===== config.mk =====
export PLATFORM = sky130hd
export DESIGN_NAME = tausworthe_urng
export DESIGN_NICKNAME = d
export VERILOG_FILES = /design/src/rtl/tausworthe_urng.sv
export SDC_FILE = /design/constraint.sdc
export NUM_CORES = 1
export LEC_CHECK = 0
export CAP_MARGIN = 20
export CORE_MARGIN = 2
export CORE_UTILIZATION = 31
export DETAILED_ROUTE_END_ITERATION = 8
export PLACE_DENSITY_LB_ADDON = 0.3
export SLEW_MARGIN = 20
export SYNTH_ARGS = -nofsm -noshare
export SYNTH_HDL_FRONTEND = slang
export SYNTH_SLANG_ARGS = --single-unit

===== constraint.sdc =====
create_clock -name clk -period 0.8 [get_ports clk]
set_clock_uncertainty 0.1 [all_clocks]
set_input_delay 0.2 -clock clk [delete_from_list [all_inputs] [get_ports clk]]
set_output_delay 0.2 -clock clk [all_outputs]
set_load 0.02 [all_outputs]

===== src/rtl/tausworthe_urng.sv =====
// Combined three-component Tausworthe (taus88) step: advances the caller's
// three component states by one step, XORs them and registers the sample.
module tausworthe_urng #(
  parameter int unsigned Bus_size = 31
) (
  input  logic                clk,
  input  logic                rst,
  input  logic [Bus_size:0]   t0,
  input  logic [Bus_size:0]   t1,
  input  logic [Bus_size:0]   t2,
  output logic [Bus_size:0]   t_out
);

  logic [31:0] b1, b2, b3;
  logic [31:0] n1, n2, n3;
  logic [31:0] t_out_d;
  logic [31:0] t_out_q;

  // Shift and mask constants are fixed for 32-bit components.
  always_comb begin
    b1 = ((t0 << 13) ^ t0) >> 19;
    n1 = ((t0 & 32'hFFFF_FFFE) << 12) ^ b1;

    b2 = ((t1 << 2) ^ t1) >> 25;
    n2 = ((t1 & 32'hFFFF_FFF8) << 4) ^ b2;

    b3 = ((t2 << 3) ^ t2) >> 11;
    n3 = ((t2 & 32'hFFFF_FFF0) << 17) ^ b3;

    t_out_d = n1 ^ n2 ^ n3;
  end

  always_ff @(posedge clk or negedge rst) begin
    if (!rst) begin
      t_out_q <= '0;
    end else begin
      t_out_q <= t_out_d;
    end
  end

  assign t_out = t_out_q;

endmodule


==> results of run 1 <==
[synth_stat cells]
cell type,n
dfrtp_1,32
xnor2_1,65
xnor3_1,13
xor2_1,14
[cells in the final DEF, fill, tap and decap left out, drive strengths merged]
cell	count
clkdlybuf4s50	6
clkdlybuf4s15	10
buf	94
xnor2	65
xnor3	13
dfrtp	32
clkbuf	14
dlygate4sd3	1
xor2	14
dlygate4sd2	36
[power groups by stage]
stage	Sequential [mW]	Combinational (mW)	Clock (mW)
after floorplan	2.56	0.738	0
after global placement	2.08	2.69	0
after detailed placement	2.09	2.71	0
after CTS	2.14	2.75	1.34
after global routing	2.16	2.90	1.41
final	2.13	2.73	1.30
[routing by layer]
layer / part of all wire / global-route usage
met1: 0.39 / 0.1715
met2: 0.46 / 0.2492
met3: 0.13 / 0.07805
met4: 0.017 / 0.05593
met5: 0 / 0
[what timing repair did]
| action | 4_1_cts | 5_1_grt |
|---|---|---|
| setup endpoints to repair | 64 | 44 |
| gates resized for setup | 407 | 18 |
| endpoints found under the hold margin | 32 | 0 |
| hold buffers | 1 | 0 |
| pin swaps | 75 | 17 |
[worst max path at each step]
stage | start | slack (ns) | depth (start not counted) | end
floorplan | t2[8] | -0.13 | 2 | t_out[0]
global placement | t2[12] | -0.78 | 3 | t_out[4]
detailed placement | t2[12] | -0.81 | 3 | t_out[4]
CTS | t_out[4] | -0.33 | 1 | t_out[4]
global route | t_out[4] | -0.34 | 1 | t_out[4]
finish | t_out[4] | -0.32 | 1 | t_out[4]
[logic make-up after synthesis]
logic type,share of synthesized area
xor gates and xnor gates,0.5515
DFF,0.4485
[through the flow]
| stage | TNS, ns | cell area [µm²] | hold WS, ns |
|---|---|---|---|
| finish | -9.168 | 3517 | 0.1064 |
| global route | -10.13 | 3517 | 0.1139 |
| CTS | -9.595 | 3503 | 0.1011 |
| detailed placement | -31.07 | 3387 | 0.06400 |
| global placement | -30.67 | 3387 | 0.07612 |
| floorplan | -1.578 | 1838 | -0.1956 |
[final cells by class]
cell class                      instances  area share
Clock buffer                            8     0.02561
Sequential cell                        32      0.2277
Multi-Input combinational cell         92      0.3408
Tap cell                               72     0.02561
Timing Repair Buffer                  153      0.3803
==> impl_metrics.py, run 1 <==
metrics = {
    "setup_path": {
        "max_stage_delay_ns": 0.40,
        "cp_top_family": "flip-flops",
        "cp.arrival_ns": 0.82,
        "crit_type": "flop to output port",
        "required_ns": 0.50,
        "end_kind": "output port",
        "cp_cell_sequence": "buf_6",
        "cp_max_fo": 1,
        "slowest_stage": "dfrtp_1",
        "cp-start-kind": "flop",
        "path_buf_inv": 1,
    },
    "global_routing": {
        "grt_max_degree": 23,
        "grt_usage": 0.1531,
        "grt_pass1_wl_um": 7258,
        "grt_pass1_vias": 1538,
        "grt_antenna_before_repair": 0,
        "overflow": 0,
    },
    "route": {
        "wirelength_um": 4519,
        "dr.pass1.iters": 2,
        "routed_via_density": 4.101,
        "vias": 1464,
        "wl_per_cell_um": 12.66,
        "drc": 0,
        "drtIter0Drc": 14,
        "final_antenna_net_count": 0,
    },
    "finish": {
        "fin_nets": 382,
        "regArea_um2": 800.8,
        "fin_cells": 357,
        "antenna_cells": 0,
        "multiInputGateArea_um2": 1199,
        "areaGrowthSynthToFinish_pct": 96.99,
        "final_core_util": 0.6348,
        "drive_gt1_frac": 0.4632,
        "largest_reg_flops": 32,
        "fillerInstances": 482,
    },
    "pwr": {
        "p_int_mw": 4.300,
        "switching_share": 0.3015,
        "max-vdd-ir-drop_uv": 993.4,
        "leakagePower_nw": 1.728,
        "powerDensity_nw_per_um2": 1750,
        "power.switching_mw": 1.856,
        "pwr-share-clk": 0.211,
        "p_total_mw": 6.156,
        "p_seq_frac": 0.346,
        "p_comb_frac": 0.443,
    },
    "run_status": {
        "status": "finished with violations",
        "violations": "negative setup slack",
    },
    "synth": {
        "yosys-top-cells-area": "dfrtp_1, xnor2_1, xnor3_1",
        "syn_nets": 222,
        "yosysTopAreaCell": "dfrtp_1",
        "seq_area_frac_synth": 0.4485,
        "synth.distinct_cells": 4,
        "netlist_instances": 124,
        "synth_area_um2": 1785,
        "synth.avg_cell_area_um2": 14.40,
        "ys_warn_count": 0,
        "synth-seq-cells": 32,
        "yosys.area.top_type_share": 0.4485,
    },
    "hold_path": {
        "min_from": "t2[14]",
        "hold_end": "t_out[31]",
        "whs_path_depth": 3,
        "holdCritPathClass": "input port to flop",
    },
    "timing": {
        "setup_viol": 32,
        "report.final.hold_viol_count": 0,
        "worst_pin_slew_ns": 0.2101,
        "fin_crit_sh": 1.402,
        "fmax_mhz": 891.8,
        "period_needed_ns": 1.121,
        "rsz0062_at_grt": "yes",
        "worst_slack_ns": -0.3213,
        "maxSlewHeadroom": 0.8589,
        "drv_slew": 0,
    },
    "cts": {
        "numCtsBuffers": 5,
        "htreeDepth": 2,
        "root_buffer": "clkbuf_8",
        "clock_path_buffers": 2,
        "cts_tree": "done",
        "post-cts-setup-buffers": 0,
        "cts.sinks": 32,
        "clk_pin_slew_worst_paths_ns": 0.07,
    },
    "die": {
        "coreArea_um2": 5540,
        "initial_utilization": 0.3223,
        "die_area_um2": 6382,
        "fp-row-count": 27,
        "fp.dieW_um": 79.89,
        "pin_count": 130,
        "die_y_um": 79.89,
    },
    "place": {
        "place_inst": 349,
        "dp_hpwl_um": 3668,
        "portBuffers": 121,
        "place.gp.congestion": 0.6968,
        "pre_cts_slack_ns": -0.8073,
    },
    "run": {
        "cap_violations": 0,
    },
}
No activity file was read; power rests on OpenSTA's default activity.
==> inputs of run 2 (changes only) <==
SLEW_MARGIN = 5   (was 20)
==> results of run 2 <==
Final layout, timing and power as in run 1 (identical DEF).
